### src/rtl/float_pkg.sv
// Shared float types and helpers for the arithmetic result paths.
package float_pkg;

    localparam int unsigned FP_EXP_BITS = 8;
    localparam int unsigned FP_MAN_BITS = 23;
    localparam int unsigned FP_BITS     = 1 + FP_EXP_BITS + FP_MAN_BITS;

    typedef struct packed {
        logic overflow;
        logic underflow;
        logic inexact;
    } float_flags_t;

    typedef enum logic [1:0] {
        StEmpty = 2'b00,
        StOne   = 2'b01,
        StFull  = 2'b10
    } result_state_t;

    function automatic logic [FP_BITS-1:0] float_inf(input logic sign);
        return {sign, {FP_EXP_BITS{1'b1}}, {FP_MAN_BITS{1'b0}}};
    endfunction

    function automatic logic [FP_BITS-1:0] float_zero(input logic sign);
        return {sign, {FP_EXP_BITS{1'b0}}, {FP_MAN_BITS{1'b0}}};
    endfunction

endpackage

### src/rtl/float_result_stage_if.sv
// Handshake bundle between the divider, the result stage and the result consumer.
interface float_result_stage_if
    import float_pkg::*;
#(
    parameter int unsigned FLOAT_SIZE = FP_BITS
) ();

    logic                  in_valid;
    logic                  in_ready;
    logic [FLOAT_SIZE-1:0] in_data;
    logic                  in_overflow;
    logic                  in_underflow;
    logic                  in_inexact;
    logic                  out_valid;
    logic                  out_ready;
    logic [FLOAT_SIZE-1:0] out_data;
    float_flags_t          out_flags;

    // Environment side: divider producing beats and consumer draining them.
    modport master (
        output in_valid, in_data, in_overflow, in_underflow, in_inexact, out_ready,
        input  in_ready, out_valid, out_data, out_flags
    );

    modport slave (
        input  in_valid, in_data, in_overflow, in_underflow, in_inexact, out_ready,
        output in_ready, out_valid, out_data, out_flags
    );

endinterface

### src/rtl/float_saturate.sv
// Maps flagged results to IEEE specials: underflow -> signed zero, overflow -> signed infinity.
module float_saturate
    import float_pkg::*;
#(
    parameter int unsigned EXPONENT_SIZE = FP_EXP_BITS,
    parameter int unsigned MANTISSA_SIZE = FP_MAN_BITS,
    parameter int unsigned FLOAT_SIZE    = 1 + EXPONENT_SIZE + MANTISSA_SIZE
) (
    input  logic [FLOAT_SIZE-1:0] data_i,
    input  float_flags_t          flags_i,
    output logic [FLOAT_SIZE-1:0] data_o
);

    logic                  sign;
    logic [FLOAT_SIZE-1:0] inf_val;
    logic [FLOAT_SIZE-1:0] zero_val;

    assign sign = data_i[FLOAT_SIZE-1];

    if (EXPONENT_SIZE == FP_EXP_BITS && MANTISSA_SIZE == FP_MAN_BITS
        && FLOAT_SIZE == FP_BITS) begin : g_pkg_fmt
        assign inf_val  = float_inf(sign);
        assign zero_val = float_zero(sign);
    end else begin : g_other_fmt
        assign inf_val  = {sign, {EXPONENT_SIZE{1'b1}}, {MANTISSA_SIZE{1'b0}}};
        assign zero_val = {sign, {EXPONENT_SIZE{1'b0}}, {MANTISSA_SIZE{1'b0}}};
    end

    // Underflow wins when the divider reports both.
    always_comb begin
        data_o = data_i;
        if (flags_i.underflow) begin
            data_o = zero_val;
        end else if (flags_i.overflow) begin
            data_o = inf_val;
        end
    end

endmodule

### src/rtl/float_result_stage.sv
// Registered divider output stage: saturation, 2-entry skid buffer, sticky flags and event count.
module float_result_stage
    import float_pkg::*;
#(
    parameter int unsigned FLOAT_SIZE    = FP_BITS,
    parameter int unsigned EXPONENT_SIZE = FP_EXP_BITS,
    parameter int unsigned MANTISSA_SIZE = FP_MAN_BITS,
    parameter int unsigned COUNT_WIDTH   = 16
) (
    input  logic                   clk,
    input  logic                   reset,
    float_result_stage_if.slave    bus,
    input  logic                   flags_clear_i,
    output float_flags_t           sticky_flags_o,
    output logic [COUNT_WIDTH-1:0] exc_count_o
);

    result_state_t         state_q, state_d;
    logic [FLOAT_SIZE-1:0] main_data_q, main_data_d;
    logic [FLOAT_SIZE-1:0] skid_data_q, skid_data_d;
    float_flags_t          main_flags_q, main_flags_d;
    float_flags_t          skid_flags_q, skid_flags_d;
    float_flags_t          sticky_q, sticky_d;
    logic [COUNT_WIDTH-1:0] count_q, count_d;

    float_flags_t          raw_flags;
    logic [FLOAT_SIZE-1:0] sat_data;
    logic                  in_ready;
    logic                  out_valid;
    logic                  accept;
    logic                  deliver;

    assign raw_flags = '{overflow:  bus.in_overflow,
                         underflow: bus.in_underflow,
                         inexact:   bus.in_inexact};

    float_saturate #(
        .EXPONENT_SIZE (EXPONENT_SIZE),
        .MANTISSA_SIZE (MANTISSA_SIZE),
        .FLOAT_SIZE    (FLOAT_SIZE)
    ) u_saturate (
        .data_i  (bus.in_data),
        .flags_i (raw_flags),
        .data_o  (sat_data)
    );

    // Both handshake outputs decode only the state register, so out_ready never reaches in_ready.
    assign in_ready  = (state_q == StEmpty) || (state_q == StOne);
    assign out_valid = (state_q == StOne) || (state_q == StFull);
    assign accept    = bus.in_valid && in_ready;
    assign deliver   = out_valid && bus.out_ready;

    assign bus.in_ready  = in_ready;
    assign bus.out_valid = out_valid;
    assign bus.out_data  = main_data_q;
    assign bus.out_flags = main_flags_q;

    assign sticky_flags_o = sticky_q;
    assign exc_count_o    = count_q;

    always_comb begin
        state_d      = state_q;
        main_data_d  = main_data_q;
        main_flags_d = main_flags_q;
        skid_data_d  = skid_data_q;
        skid_flags_d = skid_flags_q;
        case (state_q)
            StEmpty: begin
                if (accept) begin
                    main_data_d  = sat_data;
                    main_flags_d = raw_flags;
                    state_d      = StOne;
                end
            end
            StOne: begin
                if (accept && deliver) begin
                    main_data_d  = sat_data;
                    main_flags_d = raw_flags;
                end else if (accept) begin
                    skid_data_d  = sat_data;
                    skid_flags_d = raw_flags;
                    state_d      = StFull;
                end else if (deliver) begin
                    state_d = StEmpty;
                end
            end
            StFull: begin
                if (deliver) begin
                    main_data_d  = skid_data_q;
                    main_flags_d = skid_flags_q;
                    state_d      = StOne;
                end
            end
            default: state_d = StEmpty;
        endcase
    end

    // Clear is applied first so a coincident accept lands on a fresh slate.
    always_comb begin
        sticky_d = flags_clear_i ? '0 : sticky_q;
        count_d  = flags_clear_i ? '0 : count_q;
        if (accept) begin
            sticky_d = sticky_d | raw_flags;
            if ((raw_flags != '0) && (count_d != '1)) begin
                count_d = count_d + 1'b1;
            end
        end
    end

    always_ff @(posedge clk) begin
        if (reset) begin
            state_q      <= StEmpty;
            main_data_q  <= '0;
            main_flags_q <= '0;
            skid_data_q  <= '0;
            skid_flags_q <= '0;
            sticky_q     <= '0;
            count_q      <= '0;
        end else begin
            state_q      <= state_d;
            main_data_q  <= main_data_d;
            main_flags_q <= main_flags_d;
            skid_data_q  <= skid_data_d;
            skid_flags_q <= skid_flags_d;
            sticky_q     <= sticky_d;
            count_q      <= count_d;
        end
    end

endmodule
### src/flat_wrapper.sv
// flat-port wrapper written by rule: the top's interface ports become plain ports
module float_result_stage_flat import float_pkg::*;
#(
    parameter int unsigned FLOAT_SIZE    = FP_BITS,
    parameter int unsigned EXPONENT_SIZE = FP_EXP_BITS,
    parameter int unsigned MANTISSA_SIZE = FP_MAN_BITS,
    parameter int unsigned COUNT_WIDTH   = 16
)
  (clk, reset, flags_clear_i, sticky_flags_o, exc_count_o, bus_in_valid, bus_in_data, bus_in_overflow, bus_in_underflow, bus_in_inexact, bus_out_ready, bus_in_ready, bus_out_valid, bus_out_data, bus_out_flags);
  float_result_stage_if #(.FLOAT_SIZE(FLOAT_SIZE)) bus_i ();
  input  logic clk;
  input  logic reset;
  input  logic flags_clear_i;
  output float_flags_t sticky_flags_o;
  output logic [COUNT_WIDTH-1:0] exc_count_o;
  input wire logic [$bits(bus_i.in_valid)-1:0] bus_in_valid;
  input wire logic [$bits(bus_i.in_data)-1:0] bus_in_data;
  input wire logic [$bits(bus_i.in_overflow)-1:0] bus_in_overflow;
  input wire logic [$bits(bus_i.in_underflow)-1:0] bus_in_underflow;
  input wire logic [$bits(bus_i.in_inexact)-1:0] bus_in_inexact;
  input wire logic [$bits(bus_i.out_ready)-1:0] bus_out_ready;
  output wire logic [$bits(bus_i.in_ready)-1:0] bus_in_ready;
  output wire logic [$bits(bus_i.out_valid)-1:0] bus_out_valid;
  output wire logic [$bits(bus_i.out_data)-1:0] bus_out_data;
  output wire logic [$bits(bus_i.out_flags)-1:0] bus_out_flags;
  assign bus_i.in_valid = bus_in_valid;
  assign bus_i.in_data = bus_in_data;
  assign bus_i.in_overflow = bus_in_overflow;
  assign bus_i.in_underflow = bus_in_underflow;
  assign bus_i.in_inexact = bus_in_inexact;
  assign bus_i.out_ready = bus_out_ready;
  assign bus_in_ready = bus_i.in_ready;
  assign bus_out_valid = bus_i.out_valid;
  assign bus_out_data = bus_i.out_data;
  assign bus_out_flags = bus_i.out_flags;
  float_result_stage #(.FLOAT_SIZE(FLOAT_SIZE), .EXPONENT_SIZE(EXPONENT_SIZE), .MANTISSA_SIZE(MANTISSA_SIZE), .COUNT_WIDTH(COUNT_WIDTH)) u_core (.clk(clk), .reset(reset), .bus(bus_i), .flags_clear_i(flags_clear_i), .sticky_flags_o(sticky_flags_o), .exc_count_o(exc_count_o));
endmodule
### config.mk
export PLATFORM = sky130hd
export DESIGN_NAME = float_result_stage_flat
export DESIGN_NICKNAME = d
export VERILOG_FILES = /design/src/rtl/float_pkg.sv /design/src/rtl/float_result_stage_if.sv /design/src/rtl/float_saturate.sv /design/src/rtl/float_result_stage.sv /design/src/flat_wrapper.sv
export SDC_FILE = /design/constraint.sdc
export NUM_CORES = 1
export LEC_CHECK = 0
export BUFFER_PORTS_ARGS = -buffer_cell sky130_fd_sc_hd__clkbuf_2
export CORE_MARGIN = 1
export CORE_UTILIZATION = 44
export DETAILED_ROUTE_END_ITERATION = 10
export GPL_ROUTABILITY_DRIVEN = 0
export HOLD_SLACK_MARGIN = 0.12
export PLACE_DENSITY_LB_ADDON = 0.1
export RECOVER_POWER = 50
export SYNTH_ARGS = -nofsm -noshare
export SYNTH_HDL_FRONTEND = slang
export SYNTH_SLANG_ARGS = --single-unit
### constraint.sdc
create_clock -name clk -period 2.9 [get_ports clk]
set_clock_uncertainty 0.2 [all_clocks]
set_input_delay 0.29 -clock clk [delete_from_list [all_inputs] [get_ports clk]]
set_output_delay 0.29 -clock clk [all_outputs]
set_load 0.05 [all_outputs]
* Word-level counts from Yosys, hierarchy flattened
Cells that the tools add are included.
** Storage, ports and cells
- Logic and storage cells :: 57
- Bits in registers :: 91
- Bits of input ports :: 40
- Output and inout port bits :: 56
** Cells by class
- Muxes and demuxes :: 21
- Add/subtract/negate cells :: 1
- Bitwise logic cells :: 2
- Reduce and logical (&&, ||, !) cells :: 12
- Eq/ne operators :: 8
** Operator list (number)
- 32-bit 2-to-1 mux :: 3
- 32-bit case mux with 3 select lines :: 1
- 31-bit 2-to-1 mux :: 2
- 16-bit 2-to-1 mux :: 3
- 16-bit by 1-bit adder with 16-bit output (second input constant) :: 1
- 16-bit != test (second input constant) :: 1
- 3-bit 2-to-1 mux :: 5
- 2-bit 2-to-1 mux :: 5
- 3-bit case mux with 3 select lines :: 1
- 4-bit AND reduction :: 2
- 2-bit case mux with 3 select lines :: 1
- 3-bit nonzero test :: 2
- 1-bit logical AND :: 4
- 2-bit by 1-bit != test with 1-bit output (second input constant) :: 2
- 2-bit != test (second input constant) :: 2
- 3-bit by 1-bit != test with 1-bit output (second input constant) :: 1
- 3-bit bitwise OR :: 1
- 3-bit AND reduction :: 1
- 2-bit by 1-bit equality test with 1-bit output (second input constant) :: 1
- 2-bit equality test (second input constant) :: 1
- 2-bit zero test :: 1
- 1-bit logical OR :: 2
- 1-bit NOT :: 1

* Longest topological paths before layout
- Word-level depth :: 7
- Depth in mapped cells :: 9
- Depth with buffers taken out :: 7

* Cells and area by module
A second synthesis with hierarchy kept.
** Second synthesis, totals
- Cell total of the unflattened synthesis :: 496
- Area total of the unflattened synthesis :: 4401.7 µm²
** Modules (own cells, without submodules)
- float_result_stage :: sequential area each 1821.7 µm², cells an instance 458, area an instance 3981.3 µm², instances 1
- float_saturate :: sequential area each 0.0 µm², cells an instance 38, area an instance 420.4 µm², instances 1

* Worst setup path before layout
No wires, ideal clock.
- Path kind :: register -> register
- From :: register u_core.state_q[0]
- To :: register u_core.main_data_q[14], in the netlist u_core.bus.out_data[14]
- Arrival :: 2.207 ns
- Library setup time :: 0.086 ns
- Stages on the path, launching flop included :: 8
- Required time :: 2.614 ns
- Period minus slack after synthesis :: 2.493 ns
- Slack :: 0.407 ns
- Path buffers :: 1
- Cells stage by stage :: dfxtp_1 > inv_1 > ha_1 > nand3_1 > a2111oi_4 > buf_2 > nor2_1 > a211oi_1
** Between the ends
- Cells in the longest elaborated chain, start to end :: 6
- Elaborated cells between the ends (all ways) :: 14
- Classes of those cells :: eq/ne: 5; mux: 1; reduce/logical: 8
** RTL lines
- start: declaration :: RTL line float_result_stage.sv:18 : result_state_t state_q, state_d;
- start signal: assignment :: RTL line float_result_stage.sv:112 : state_q <= StEmpty;
- start signal: assignment :: RTL line float_result_stage.sv:120 : state_q <= state_d;
- 2-bit by 1-bit equality test with 1-bit output / 2-bit equality test (equally long branches) :: RTL line float_result_stage.sv:49 : assign out_valid = (state_q == StOne) || (state_q == StFull);
- 1-bit logical OR (*) :: RTL line float_result_stage.sv:49
- named net bus_out_valid :: RTL line flat_wrapper.sv:23 : output wire logic [$bits(bus_i.out_valid)-1:0] bus_out_valid;
- 1-bit logical AND (*) :: RTL line float_result_stage.sv:51 : assign deliver = out_valid && bus.out_ready;
- 1-bit logical AND :: RTL line float_result_stage.sv:76 : if (accept && deliver) begin
- 2-bit != test (no source line)
- 4-bit AND reduction (no source line) (*)
- end signal: assignment :: RTL line float_result_stage.sv:121 : main_data_q <= main_data_d;
- end: declaration :: RTL line float_result_stage.sv:19 : logic [FLOAT_SIZE-1:0] main_data_q, main_data_d;
Mark *: on every way through the listed nets, which the timed path passes. The rest lies on a longest branch.
A chain may end at the register's enable or synchronous reset.

* Final worst setup path
- From :: register u_core.state_q[1]
- To :: register u_core.count_q[12], in the netlist u_core.exc_count_o[12]
** Between the ends
- Cells in the longest elaborated chain, start to end :: 4
- Elaborated cells between the ends (all ways) :: 5
- Classes of those cells :: eq/ne: 1; mux: 1; reduce/logical: 3
** RTL lines
- 2-bit by 1-bit equality test with 1-bit output / 2-bit zero test (equally long branches) :: RTL line float_result_stage.sv:48 : assign in_ready = (state_q == StEmpty) || (state_q == StOne);
- 1-bit logical OR (*) :: RTL line float_result_stage.sv:48
- 1-bit logical AND (*) :: RTL line float_result_stage.sv:50 : assign accept = bus.in_valid && in_ready;
- 16-bit 2-to-1 mux (*) :: RTL line float_result_stage.sv:102 : if (accept) begin
- end signal: assignment :: RTL line float_result_stage.sv:126 : count_q <= count_d;
- end: declaration :: RTL line float_result_stage.sv:24 : logic [COUNT_WIDTH-1:0] count_q, count_d;
Mark *: on every way between the ends. The rest lies on a longest branch, timed or not.

==> flow_metrics.py <==
metrics = {
    "power_and_ir_drop": {
        "ir_drop_v": 0.000365,
        "power.density_nw_per_um2": 763,
        "p_leak_uw": 0.00185,
        "p_total_uw": 3750,
    },
    "logic_synthesis": {
        "synth_edf_count": 0,
        "synthTopCellsByArea": "dfxtp_1, a21oi_1, a211oi_1",
        "ys_seq_area_share_pct": 45.5,
        "yosys_warnings": 0,
        "netlist_area_um2": 4000,
        "yosys.cell_count.top_type": "dfxtp_1",
        "yosys.area.top_type": "dfxtp_1",
        "syn_nets": 538,
        "synthTopCellsByCount": "dfxtp_1, a21oi_1, nor2_1",
        "async_flop_share_pct": 0,
        "syn_inst": 493,
        "synth_cell_type_count": 43,
        "synthFlopType": "dfxtp_1",
        "synth_top_area_share_pct": 45.5,
        "avgSynthCellArea_um2": 8.12,
        "ys_ff_latch": 91,
    },
    "clocking": {
        "root_buffer": "clkbuf_8",
        "cts_made_buffers": 9,
        "htreeDepth": 3,
        "path_clk_slew_ns": 0.10,
        "cts_sinks": 91,
        "cts_tree": "yes",
        "clock_path_buffers": 2,
        "worstSkewPairLatency_ns": 0.35,
        "cts_resized": 0,
    },
    "floorplanning": {
        "die_w_um": 97.4,
        "die_h_um": 97.4,
        "coreArea_um2": 8760,
        "die_area_um2": 9480,
        "initial_utilization_pct": 45.7,
        "num_rows": 34,
        "num_io_pins": 96,
    },
    "placement": {
        "portBuffers": 95,
        "hpwlAfterDp_mm": 6.44,
        "placed_area_um2": 4560,
        "place_ws_ns": 0.430,
    },
    "drt": {
        "drt-initial-drc-count": 161,
        "routed_wl_mm": 9.98,
        "first_pass_iters": 4,
        "via_count": 3768,
        "routedWlPerCell_um": 14.2,
        "drc": 0,
        "antenna_left": 0,
        "via_per_inst": 5.35,
    },
    "setup_path": {
        "crit_path_end_kind": "register",
        "start_kind": "register",
        "cp_max_fo": 6,
        "crit_slowest_cell": "nor4b_4",
        "crit_chain": "inv_1 > ha_1 > o21ai_0 > nor4b_4 > nand3_1 > or3_1 > a21oi_1",
        "cp.arrival_ns": 2.57,
        "reg2reg_slack_ns": 0.42,
        "path_delay_family": "simple AND/OR/NAND/NOR gates",
        "path_buf_inv": 1,
        "critPathMaxStageDelay_ns": 0.46,
        "path_class": "register to register",
        "crit_required_ns": 2.98,
    },
    "sta": {
        "fin_ws_ns": 0.417,
        "hold_violations": 0,
        "drv_slew": 0,
        "clock.fmax_ghz": 0.403,
        "finalCritPeriodShare_pct": 85.6,
        "setup_tns_ns": 0,
        "maxSlewHeadroom_pct": 31.5,
        "finalSetupViolations": 0,
        "period_minus_slack_ns": 2.48,
        "rsz0062_at_grt": "no",
        "tightest_slew_ns": 1.03,
    },
    "job": {
        "maxCapViolCount": 0,
    },
    "cells_and_area": {
        "num-fill-cells": 881,
        "fin_area_um2": 4910,
        "nNetsFinal": 637,
        "diodes": 0,
        "drive_above_1_share_pct": 11.9,
        "area_growth_pct": 22.5,
    },
    "global_route": {
        "antenna_found_initial": 0,
        "grt_pass1_vias": 3341,
        "grtUsageTotal_pct": 20.9,
        "grt_max_degree": 65,
        "grt_pass1_wl_mm": 16.2,
        "gr-total-overflow": 0,
    },
    "outcome": {
        "status": "finished clean",
    },
    "hold_path": {
        "min_path_type": "input port to register",
    },
}
-- worst paths after layout --
kind	start	to	cells after the start
worst max-delay path	u_core.state_q[1]	u_core.exc_count_o[12]	7
worst min-delay path	flags_clear_i	u_core.exc_count_o[1]	2
worst max register to register	u_core.state_q[1]	u_core.exc_count_o[12]	7
worst min register to register	u_core.skid_data_q[20]	u_core.skid_data_q[20]	2
-- kinds of logic after synthesis --
family | Yosys count | synth area share, %
AO/OA/AOI/OAI | 131 | 20.5
XOR/XNOR | 6 | 1.31
adder cells (fa/ha/maj) | 5 | 1.56
buffers and inverters | 48 | 4.72
flip-flops | 91 | 45.5
multiplexers | 5 | 1.28
AND/OR/NAND/NOR | 207 | 25.1
-- metrics by stage --
| stage | hold WS [ns] | instances | util, % |
|---|---|---|---|
| finish | 0.139 | 704 | 56.0 |
| CTS | 0.127 | 704 | 56.9 |
| floorplan | 0.226 | 493 | - |
| global placement | 0.242 | 664 | 52.0 |
| global route | 0.149 | 704 | 56.0 |
| detailed placement | 0.247 | 664 | 52.0 |
-- layer usage --
layer	wire length, um	global-route usage, %	vias to the layer above
li1	-	-	1956
met1	4910	29.2	1719
met2	4510	32.4	84
met3	439	3.60	9
met4	114	7.24	0
met5	0	0	-
-- cell usage in the layout, fill, tap and decap left out, types with 3 or more instances in the layout --
cell           netlist  routed
and3_1              27      27
inv_1                6       6
clkbuf_8             0      10
xnor2_1              6       6
nand2_1             41      41
dlygate4sd3_1        0      25
a21oi_1             73      72
clkbuf_1            35      57
clkbuf_2             0      38
dfxtp_1             91      91
nor2b_1              4       4
nor3_1              23      23
nor2_1              64      63
mux2i_1              4       4
clkinvlp_4           0       4
o21ai_0              4       5
a22oi_1              3       3
and4b_1              3       3
nand3_1             27      27
ha_1                 5       4
buf_4                0       7
or3_1                3       3
a211oi_1            36      36
nand4_1              3       3
-- power breakdown --
part | total [uW] | internal, uW | switching, uW | leakage [uW]
registers | 1530 | 1430 | 97.1 | 0.000743
clock network | 790 | 333 | 456 | 0.0000770
logic | 1430 | 348 | 1080 | 0.00103
total | 3750 | 2110 | 1640 | 0.00185
-- sequential cells by signal, indices dropped and copies added (netlist names) --
| name | cells |
|---|---|
| u_core.bus.out_data | 32 |
| u_core.skid_data_q | 32 |
| u_core.exc_count_o | 16 |
| u_core.bus.out_flags | 3 |
| u_core.skid_flags_q | 3 |
| u_core.sticky_flags_o | 3 |
| u_core.state_q | 2 |
-- timing repair --
| item | CTS | global route |
|---|---|---|
| endpoints found under the setup margin | 0 | 0 |
| hold endpoints to repair | 28 | 0 |
| setup buffers | 0 | 0 |
| hold buffers | 25 | 0 |
-- final cells by class --
type                       instances  area [um2]  area share [%]
clock buffer                      10         138            2.81
timing repair buffer             130         752            15.3
sequential                        91        1820            37.1
clock inverter                     5        38.8           0.791
tap                              108         135            2.75
multi-input combinational        354        2000            40.7
inverter                           6        22.5           0.459
Note: power is estimated with default switching activity, not from simulation.
